<file path="src/rtl/mc_pkg.sv">
// mc_pkg: shared state, opcode and datapath-select encodings for the multicycle controller
package mc_pkg;
  typedef enum logic [3:0] {
    S_FETCH  = 4'd0,
    S_DECODE = 4'd1,
    S_MEMADR = 4'd2,
    S_MEMRD  = 4'd3,
    S_MEMWB  = 4'd4,
    S_MEMWR  = 4'd5,
    S_EXEC   = 4'd6,
    S_ALUWB  = 4'd7,
    S_BRANCH = 4'd8,
    S_ADDIEX = 4'd9,
    S_ADDIWB = 4'd10,
    S_JUMP   = 4'd11,
    S_TRAP   = 4'd12
  } state_e;
  localparam logic [5:0] OP_RTYPE = 6'b000000;
  localparam logic [5:0] OP_LW    = 6'b100011;
  localparam logic [5:0] OP_SW    = 6'b101011;
  localparam logic [5:0] OP_BEQ   = 6'b000100;
  localparam logic [5:0] OP_ADDI  = 6'b001000;
  localparam logic [5:0] OP_J     = 6'b000010;
  localparam logic [1:0] ALU_ADD   = 2'b00;
  localparam logic [1:0] ALU_SUB   = 2'b01;
  localparam logic [1:0] ALU_FUNCT = 2'b10;
  localparam logic [1:0] SRCB_B       = 2'b00;
  localparam logic [1:0] SRCB_4       = 2'b01;
  localparam logic [1:0] SRCB_IMM     = 2'b10;
  localparam logic [1:0] SRCB_IMM_SL2 = 2'b11;
  localparam logic [1:0] PC_ALU    = 2'b00;
  localparam logic [1:0] PC_ALUOUT = 2'b01;
  localparam logic [1:0] PC_JUMP   = 2'b10;
  // first execute state for an opcode; bad is returned for unsupported opcodes
  function automatic state_e decode_state(input logic [5:0] op, input state_e bad);
    return (op == OP_LW || op == OP_SW) ? S_MEMADR :
           op == OP_RTYPE ? S_EXEC :
           op == OP_BEQ   ? S_BRANCH :
           op == OP_ADDI  ? S_ADDIEX :
           op == OP_J     ? S_JUMP : bad;
  endfunction
endpackage

</file>
<file path="src/rtl/mc_mem_wait_timer.sv">
// mc_mem_wait_timer: counts consecutive memory wait cycles and pulses mem_err at MEM_TIMEOUT (0 = off)
module mc_mem_wait_timer #(
  parameter int MEM_TIMEOUT = 0
) (
  input  logic clk,
  input  logic rst_n,
  input  logic wait_cyc,
  input  logic clr,
  output logic mem_err
);
  localparam int CW = MEM_TIMEOUT > 1 ? $clog2(MEM_TIMEOUT) : 1;
  localparam logic [CW-1:0] LAST = MEM_TIMEOUT > 0 ? CW'(MEM_TIMEOUT - 1) : '0;
  logic [CW-1:0] cnt_q, cnt_d;
  // error fires on the wait cycle that completes the budget; the count restarts after it
  always_comb begin
    mem_err = (MEM_TIMEOUT > 0) && wait_cyc && !clr && cnt_q == LAST;
    cnt_d = (!wait_cyc || clr || mem_err) ? '0 : cnt_q + CW'(1);
  end
  // wait counter register
  always_ff @(posedge clk) begin
    cnt_q <= !rst_n ? '0 : cnt_d;
  end
endmodule

</file>
<file path="src/rtl/multicycle_ctrl_fsm.sv">
// multicycle_ctrl_fsm: Moore control FSM of the multicycle MIPS subset; MC_CTRL_ILLEGAL_TRAP_EN traps unsupported opcodes
module multicycle_ctrl_fsm
  import mc_pkg::*;
#(
  parameter int OP_W        = 6,
  parameter int MEM_TIMEOUT = 0
) (
  input  logic            clk,
  input  logic            rst_n,
  input  logic [OP_W-1:0] opcode,
  input  logic            zero,
  input  logic            mem_ready,
  output logic            mem_req,
  output logic            mem_write,
  output logic            iord,
  output logic            ir_write,
  output logic            pc_write,
  output logic            pc_write_cond,
  output logic [1:0]      pcsrc,
  output logic            ab_load,
  output logic            alusrca,
  output logic [1:0]      alusrcb,
  output logic [1:0]      aluop,
  output logic            regdst,
  output logic            memtoreg,
  output logic            reg_write,
  output logic            illegal_op,
  output logic            mem_err,
  output logic [3:0]      state_dbg
);
`ifdef MC_CTRL_ILLEGAL_TRAP_EN
  localparam logic TRAP_EN = 1'b1;
`else
  localparam logic TRAP_EN = 1'b0;
`endif
  state_e state_q, state_d;
  logic   err_raw;
  logic   unused_zero;
  assign unused_zero = zero;
  assign state_dbg = state_q;
  // next state and Moore outputs; enables are forced off while reset is held
  always_comb begin
    state_d       = S_FETCH;
    mem_req       = 1'b0;
    mem_write     = 1'b0;
    iord          = 1'b0;
    ir_write      = 1'b0;
    pc_write      = 1'b0;
    pc_write_cond = 1'b0;
    pcsrc         = PC_ALU;
    ab_load       = 1'b0;
    alusrca       = 1'b0;
    alusrcb       = SRCB_B;
    aluop         = ALU_ADD;
    regdst        = 1'b0;
    memtoreg      = 1'b0;
    reg_write     = 1'b0;
    illegal_op    = 1'b0;
    case (state_q)
      S_FETCH: begin
        mem_req  = 1'b1;
        alusrcb  = SRCB_4;
        ir_write = mem_ready;
        pc_write = mem_ready;
        state_d  = mem_ready ? S_DECODE : S_FETCH;
      end
      S_DECODE: begin
        ab_load    = 1'b1;
        alusrcb    = SRCB_IMM_SL2;
        illegal_op = !TRAP_EN && decode_state(opcode, S_TRAP) == S_TRAP;
        state_d    = decode_state(opcode, TRAP_EN ? S_TRAP : S_FETCH);
      end
      S_MEMADR: begin
        alusrca = 1'b1;
        alusrcb = SRCB_IMM;
        state_d = opcode == OP_SW ? S_MEMWR : S_MEMRD;
      end
      S_MEMRD: begin
        mem_req = 1'b1;
        iord    = 1'b1;
        state_d = mem_ready ? S_MEMWB : S_MEMRD;
      end
      S_MEMWB: begin
        reg_write = 1'b1;
        memtoreg  = 1'b1;
      end
      S_MEMWR: begin
        mem_req   = 1'b1;
        mem_write = 1'b1;
        iord      = 1'b1;
        state_d   = mem_ready ? S_FETCH : S_MEMWR;
      end
      S_EXEC: begin
        alusrca = 1'b1;
        aluop   = ALU_FUNCT;
        state_d = S_ALUWB;
      end
      S_ALUWB: begin
        reg_write = 1'b1;
        regdst    = 1'b1;
      end
      S_BRANCH: begin
        alusrca       = 1'b1;
        aluop         = ALU_SUB;
        pc_write_cond = 1'b1;
        pcsrc         = PC_ALUOUT;
      end
      S_ADDIEX: begin
        alusrca = 1'b1;
        alusrcb = SRCB_IMM;
        state_d = S_ADDIWB;
      end
      S_ADDIWB: reg_write = 1'b1;
      S_JUMP: begin
        pc_write = 1'b1;
        pcsrc    = PC_JUMP;
      end
      S_TRAP: begin
        illegal_op = TRAP_EN;
        state_d    = TRAP_EN ? S_TRAP : S_FETCH;
      end
      default: state_d = S_FETCH;
    endcase
    if (!rst_n) begin
      mem_req       = 1'b0;
      mem_write     = 1'b0;
      ir_write      = 1'b0;
      pc_write      = 1'b0;
      pc_write_cond = 1'b0;
      reg_write     = 1'b0;
      ab_load       = 1'b0;
      illegal_op    = 1'b0;
    end
  end
  // state register
  always_ff @(posedge clk) begin
    state_q <= !rst_n ? S_FETCH : state_d;
  end
  mc_mem_wait_timer #(.MEM_TIMEOUT(MEM_TIMEOUT)) u_timer (
    .clk      (clk),
    .rst_n    (rst_n),
    .wait_cyc (mem_req && !mem_ready),
    .clr      (state_d != state_q),
    .mem_err  (err_raw)
  );
  assign mem_err = err_raw && rst_n;
endmodule

</file>
<file path="config.mk">
export PLATFORM = sky130hd
export DESIGN_NAME = multicycle_ctrl_fsm
export DESIGN_NICKNAME = d
export VERILOG_FILES = /design/src/rtl/mc_pkg.sv /design/src/rtl/mc_mem_wait_timer.sv /design/src/rtl/multicycle_ctrl_fsm.sv
export SDC_FILE = /design/constraint.sdc
export NUM_CORES = 1
export LEC_CHECK = 0
export CELL_PAD_IN_SITES_DETAIL_PLACEMENT = 0
export CELL_PAD_IN_SITES_GLOBAL_PLACEMENT = 1
export CORE_UTILIZATION = 22
export DETAILED_ROUTE_END_ITERATION = 8
export PLACE_DENSITY = 0.84
export SLEW_MARGIN = 15
export SYNTH_ARGS = -nofsm -noshare
export SYNTH_HDL_FRONTEND = slang
export SYNTH_SLANG_ARGS = --single-unit
</file>
<file path="constraint.sdc">
create_clock -name clk -period 1.5 [get_ports clk]
set_input_delay 0.3 -clock clk [delete_from_list [all_inputs] [get_ports clk]]
set_output_delay 0.3 -clock clk [all_outputs]
set_load 0.02 [all_outputs]
</file>
# After elaboration in Yosys (flattened, before gate mapping)
# Index checks and enable logic that the tools add are counted.
# W data, S select, Z words.
# word_totals
register_bits	4
inputBits	10
elab_cells	64
# classes
reduce_logical	8
muxes	38
eq_ne	17
# ops
op	count
$mux W4	7
$pmux W4 S7	1
$eq A4 B4 Y1 const B	5
$mux W1	20
$mux W3	6
$eq A4 B3 Y1 const B	4
$eq A6 B6 Y1 const B	2
$eq A4 B2 Y1 const B	2
$pmux W2 S2	2
$eq A6 B2 Y1 const B	1
$eq A6 B3 Y1 const B	1
$eq A6 B4 Y1 const B	1
$logic_not A6 Y1	1
$pmux W2 S3	1
$reduce_or A3 Y1	2
$eq A4 B1 Y1 const B	1
$logic_not A4 Y1	1
$reduce_or A2 Y1	2
$reduce_or A4 Y1	1
$pmux W1 S2	1
$logic_or A1 B1 Y1	1

# Depth between registers and ports, before layout
# Gate-level depths: netlist of run 1.
# logic_depth
ltp_word	9
ltp_mapped	6
depth_no_buf	4

# Modules after synthesis
# From an unflattened synthesis of run 1, not the netlist that was laid out.
# hier_totals
cells_unflattened	94
area_unflattened_um2	654.4
# modules_own_cells
mod	cells_each	instances	area_per_inst_um2	seq_area_each_um2
multicycle_ctrl_fsm	92	1	643.1	80.1
mc_mem_wait_timer	2	1	11.3	0.0

# Worst setup path after synthesis of run 1
# No wires, ideal clock.
# synth_timing
kind	reg2out
from	register state_q[0] (netlist: state_dbg[0])
to	output illegal_op
stages_incl_launch_ff	5
required_time_ps	1200
path_buffers	1
arrival_ps	1676
path_slack_ps	-476
path_cell_list	dfxtp_1 > clkbuf_1 > nand3b_1 > nor3_1 > and3_1
# synth_between
elab_chain_cells	3
# synth_lines
element	line	rtl
start, declared	multicycle_ctrl_fsm.sv:36	state_e state_q, state_d;
start signal, assigned	multicycle_ctrl_fsm.sv:137	state_q <= !rst_n ? S_FETCH : state_d;
$eq A4 B1 Y1	multicycle_ctrl_fsm.sv:59	case (state_q)
$mux W1	multicycle_ctrl_fsm.sv:59	
$mux W1	multicycle_ctrl_fsm.sv:124	if (!rst_n) begin
end, declared	multicycle_ctrl_fsm.sv:27	output logic illegal_op,
# Every way passes these cells.

# Worst setup path after layout of run 1
# layout_timing
from	register state_q[3] (netlist: state_dbg[3])
to	output reg_write
# layout_between
elab_chain_cells	4
elab_cells_between_ends	6
classes_between	eq/ne (3); mux (2); reduce/logical (1)
# layout_lines
element	line	rtl
$eq A4 B4 Y1 or $eq A4 B3 Y1 (tied branches)	multicycle_ctrl_fsm.sv:59	
$reduce_or A3 Y1 (no line) (*)	n/a	
$mux W1 (*)	multicycle_ctrl_fsm.sv:59	
$mux W1 (*)	multicycle_ctrl_fsm.sv:124	
end, declared	multicycle_ctrl_fsm.sv:26	output logic reg_write,
# Every way passes the cells marked *; elsewhere a longest branch is shown, timed or not.

==> impl_metrics.yaml, run 1 <==
outcome:
  status: "finished, violations left"
  violations: "negative setup slack"
place:
  place.port_buffers: 30
  dp.cells: 171
  dp_hpwl_um: 1720
  gp_congestion: 0.757
setup_path:
  path_depth: 5
  required_ns: 1.20
  max_stage_delay_ns: 0.33
  crit_start: "state_dbg[3]"
  start_kind: "register"
  crit_path_max_fanout: 4
  cp.arrival_ns: 1.40
  end_kind: "primary output"
  r2r-start: "state_dbg[2]"
  r2r-end: "state_dbg[2]"
  path_cells: "or2b_4, mux2_4, nor2_2, o21a_2, buf_6"
  cp-endpoint: "reg_write"
  critPathTopFamily: "flip-flops"
  crit_type: "register to primary output"
  worst-path-buf-inv: 1
  r2r_cells: 6
  r2r_slack_ns: -0.16
  cp_slowest_cell: "dfxtp_2"
sta:
  final_max_slew_viol_count: 0
  fin_worst_skew_ns: 0.00228
  hold_violations: 0
  fin_ws_ns: -0.198
  rsz0062_at_grt: "yes"
  setup_tns_ns: -1.23
  min_period_ns: 1.70
  fin_crit_sh: 1.13
  fmax_mhz: 589
  setup_violations: 16
power_and_ir_drop:
  p_comb_frac: 0.563
  p_clk_frac: 0.233
  p_total_mw: 0.593
  power_density_nw_per_um2: 418
  switchingPower_mw: 0.217
  ir_drop_v: 0.000273
  p_leak_nw: 0.612
  internal_power_mw: 0.376
  seqPwrFrac: 0.204
  netSwitchingFraction: 0.366
yosys:
  syn_area_um2: 578
  syn_nets: 100
  synth_common_cells: "nor2_1, nor3_1, nand2_1"
  synth_most_common_cell: "nor2_1"
  synth_cell_types: 35
  ys.flop_type: "dfxtp_1"
  yosysTopAreaCell: "dfxtp_1"
  synth_area_per_cell_um2: 6.42
  synth-seq-cells: 4
  synth_top_area_share: 0.139
  yosys_warnings: 0
  syn-instance-count: 90
  synth-edff-count: 0
  ys_seq_area_frac: 0.139
  ys_async_sr_fraction: 0
  ys_top_cells_by_area: "dfxtp_1, nor2_1, nor3_1"
min_path:
  hold_path.class: "input port to register"
global_route:
  grt_pass1_vias: 868
  antenna_found_initial: 0
  grt_pass1_wl_um: 3630
  grt.overflow.total: 0
  grt_max_degree: 10
  grt_usage: 0.182
clocking:
  root_buffer: "clkbuf_4"
  cts_tree: "yes"
  cts_buffers: 3
  clkLatencyLatePin_ns: 0.24
  clk_path_buf_depth: 2
  htree_levels: 1
  path_clk_slew_ns: 0.04
  clock-sinks: 4
  cts_hold_buf: 0
layout:
  fin_cells: 185
  largest_reg_flops: 4
  area_growth_pct: 145
  layout-drive-gt1-share: 0.639
  nets: 167
  final_core_util: 0.572
  n_antenna_cell: 0
route:
  drc_errors: 0
  firstDrtPassIters: 4
  wl_per_cell_um: 12.9
  vias: 889
  routed_via_density: 4.81
  initialDrtViolationCount: 3
  postRouteAntennaNets: 0
  totalWireLength_um: 2390
floorplanning:
  die_width_um: 53.3
  fp.dieH_um: 53.3
  coreArea_um2: 2480
  start_util: 0.233
  io-pin-count: 33
  die_area_um2: 2840
  rows: 18
run:
  maxCapViolations: 0
-- stage by stage --
stage	worst slack (ns)	area, µm²	hold slack, ns
final	-0.198	1420	0.665
after global routing	-0.245	1420	0.682
after CTS	-0.217	1320	0.649
after detailed placement	-0.757	1170	0.715
after global placement	-0.738	1170	0.699
after floorplan	-0.0815	666	0.464
-- timing repair --
action,in CTS,in global routing
endpoints found under the setup margin,25,20
buffers inserted,10,1
pin swaps,17,3
gates resized for setup,137,25
-- cells in the final DEF (no fill, tap or decap), types with 2 or more instances in the layout --
cell type	n
buf_8	3
buf_2	3
buf_6	19
nor2_1	5
nor2_2	6
nand2b_1	3
dlygate4sd2_1	9
o211ai_1	2
xor2_1	2
buf_4	36
o21ai_1	4
nand2_1	5
nand3_1	2
and3_4	2
a31oi_1	3
a21oi_1	3
nor2_4	3
clkbuf_4	3
nor3_4	2
o21ai_0	2
a21oi_2	2
nand2b_4	2
nand3b_1	3
dfxtp_4	3
nor3_1	4
-- metal layers --
| layer | up-vias | GRT usage | routed length (µm) |
|---|---|---|---|
| met5 | - | 0 | 0 |
| met4 | 0 | 0.0877 | 43 |
| met3 | 5 | 0.0345 | 126 |
| met2 | 32 | 0.354 | 1250 |
| met1 | 401 | 0.178 | 967 |
| li1 | 451 | - | - |
-- worst min path at each step --
stage | to | startpoint | depth (start not counted)
4_1_cts | state_dbg[0] | opcode[4] | 5
3_5_place_dp | state_dbg[0] | state_dbg[3] | 3
6_report | state_dbg[0] | opcode[4] | 5
5_1_grt | state_dbg[0] | opcode[4] | 5
3_3_place_gp | state_dbg[0] | state_dbg[3] | 3
2_1_floorplan | state_dbg[0] | opcode[0] | 3
-- kinds of logic (layout without fill, tap and decap cells) --
family / count (synthesis) / after routing / synth area share
xor gates and xnor gates: 3 / 3 / 0.0455
buffers and inverters: 11 / 76 / 0.0931
DFF: 4 / 4 / 0.139
and+or+nand+nor: 48 / 48 / 0.457
muxes: 1 / 1 / 0.0195
other: 1 / 1 / 0.00649
AOI/OAI and AO/OA: 22 / 22 / 0.240
-- power groups by stage --
stage | clock network (mW) | logic, mW | registers [mW]
finish | 0.138 | 0.334 | 0.121
global route | 0.145 | 0.355 | 0.122
CTS | 0.139 | 0.313 | 0.119
detailed placement | 0 | 0.283 | 0.119
global placement | 0 | 0.277 | 0.119
floorplan | 0 | 0.141 | 0.122
-- layout make-up --
class	instances	area [µm²]
clock buffers	3	22.5
fillers	232	1060
inverters	1	6.26
multi-input cells	75	619
flip-flops and latches	4	92.6
well taps	30	37.5
repair buffers	72	638
-- tightest hold or removal path, delay by kind of cell --
| family | cells | cell delay, ns |
|---|---|---|
| compound gates | 1 | 0.05 |
| buf+inv | 1 | 0.24 |
| simple gates | 3 | 0.27 |
Note: power is estimated with default switching activity, not from simulation.
==> inputs of run 2 (changes only) <==
--- a/config.mk
+++ b/config.mk
@@ -10,6 +10,7 @@
 export CORE_UTILIZATION = 22
 export DETAILED_ROUTE_END_ITERATION = 8
 export PLACE_DENSITY = 0.84
+export RECOVER_POWER = 100
 export SLEW_MARGIN = 15
 export SYNTH_ARGS = -nofsm -noshare
 export SYNTH_HDL_FRONTEND = slang
==> run 2 against run 1 <==
Against the previous run: the run still ends with negative setup slack left; hold slack is essentially flat; critical path depth is the same; final cell count is the same; clock power is essentially flat; utilization shrank 0.050 points; sequential power is essentially flat; fmax is essentially flat; combinational power is essentially flat; cell area is essentially flat; count of clock-buffer cells in the layout is the same; sequential share of layout area is essentially flat; routed wire length grew 0.13%; critical path type unchanged.
==> impl_metrics.yaml, run 2 (same netlist as run 1, synthesis figures left out) <==
sta:
  setup_violations: 16
  fin_worst_skew_ns: 0.00228
  hold_violations: 0
  final_max_slew_viol_count: 0
  fin_crit_sh: 1.13
  min_period_ns: 1.70
  hold_slack_ns: 0.665
  fin_ws_ns: -0.198
  rsz0062_at_grt: "yes"
  fmax_mhz: 589
route:
  totalWireLength_um: 2400
  drc_errors: 0
  wl_per_cell_um: 12.9
  routed_via_density: 4.81
  firstDrtPassIters: 4
  initialDrtViolationCount: 3
  postRouteAntennaNets: 0
  vias: 889
layout:
  nets: 167
  final_cell_mix: "buf_4, buf_6, dlygate4sd2_1"
  area_growth_pct: 145
  fillers: 233
  n_antenna_cell: 0
  seq_area_um2: 92.6
  largest_reg_flops: 4
  final_common_cell: "buf_4"
  layout-drive-gt1-share: 0.632
  multiInputGateArea_um2: 619
setup_path:
  r2r_slack_ns: -0.16
  cp.arrival_ns: 1.40
  start_kind: "register"
  r2r-end: "state_dbg[2]"
  cp_slowest_cell: "dfxtp_2"
  crit_path_max_fanout: 4
  r2r-start: "state_dbg[2]"
  end_kind: "primary output"
  r2r_cells: 6
  crit_type: "register to primary output"
  required_ns: 1.20
  worst-path-buf-inv: 1
  path_cells: "or2b_4, mux2_4, nor2_2, o21a_2, buf_6"
  max_stage_delay_ns: 0.33
  critPathTopFamily: "flip-flops"
clocking:
  root_buffer: "clkbuf_4"
  path_clk_slew_ns: 0.04
  clk_path_buf_depth: 2
  cts_buffers: 3
  htree_levels: 1
  clkLatencyLatePin_ns: 0.24
  clock-sinks: 4
  cts_tree: "yes"
min_path:
  holdPathStages: 5
  worstHoldStart: "opcode[4]"
  whs_endpoint: "state_dbg[0]"
  hold_path.class: "input port to register"
floorplanning:
  die_width_um: 53.3
  start_util: 0.233
  coreArea_um2: 2480
  die_area_um2: 2840
  fp.dieH_um: 53.3
  rows: 18
  io-pin-count: 33
power_and_ir_drop:
  power_density_nw_per_um2: 419
  p_total_mw: 0.592
  p_leak_nw: 0.608
  ir_drop_v: 0.000273
place:
  dp_hpwl_um: 1720
  gp_congestion: 0.757
  place.port_buffers: 30
global_route:
  grt_util_met1: 0.178
  grt_use_met3: 0.0345
  grt_usage: 0.182
  top_usage_layer: "met2"
  antenna_found_initial: 0
  grt_max_degree: 10
  grt_pass1_wl_um: 3630
  grt.overflow.total: 0
  met2_usage: 0.354
  grt_pass1_vias: 868
run:
  maxCapViolations: 0
outcome:
  status: "finished, violations left"
  violations: "negative setup slack"
-- run 2: cell types whose count changed in the layout (fill, tap and decap cells not counted) --
cell	previous run	this run
buf_4	36	35
clkbuf_4	3	4
clkbuf_1	0	1
clkbuf_2	1	0
-- run 2: what timing repair did --
item,in CTS,in global routing
endpoints found under the hold margin,0,0
hold buffers,0,0
pin swaps,17,3
setup buffers,10,1
setup endpoints to repair,25,20
resized for setup,137,25
-- run 2: worst max-delay path by stage --
stage / startpoint / end / slack (ns) / depth (start not counted)
6_report: state_dbg[3] / reg_write / -0.20 / 5
5_1_grt: state_dbg[3] / reg_write / -0.25 / 5
4_1_cts: state_dbg[3] / reg_write / -0.22 / 5
3_5_place_dp: opcode[3] / illegal_op / -0.76 / 5
3_3_place_gp: rst_n / illegal_op / -0.74 / 5
2_1_floorplan: state_dbg[2] / reg_write / -0.08 / 5
-- run 2: final cells by class --
class / count / share of cell area
Sequential cell: 4 / 0.0654
Tap cell: 30 / 0.0265
Clock buffer: 3 / 0.0159
Timing Repair Buffer: 72 / 0.450
Multi-Input combinational cell: 75 / 0.438
Inverter: 1 / 0.00442
-- run 2: tightest hold or removal path, cell delays in order --
cell and delay [ns]:
dlygate4sd2_1 0.24, or4_4 0.16, nor4_4 0.04, nand2_1 0.07, a21oi_2 0.05
-- run 2: where the power goes --
part           switching (mW)  internal, mW  leakage (nW)
Combinational           0.158         0.175         0.559
Clock                  0.0484        0.0898        0.0138
Sequential             0.0104         0.110        0.0353
-- run 2: metal layers --
layer  wire (µm)  vias to the layer above
li1            -                      451
met1         969                      401
met2        1250                       32
met3         124                        5
met4          46                        0
met5           0                        -
-- run 2: stage by stage --
step | setup WS (ns) | setup TNS [ns] | util | instance area, µm² | instances
after CTS | -0.217 | -1.18 | 0.532 | 1320 | 184
after floorplan | -0.0815 | -0.255 | - | 666 | 90
after global routing | -0.245 | -1.91 | 0.571 | 1420 | 185
final | -0.198 | -1.23 | 0.571 | 1420 | 185
after detailed placement | -0.757 | -8.23 | 0.471 | 1170 | 171
after global placement | -0.738 | -7.88 | 0.471 | 1170 | 171
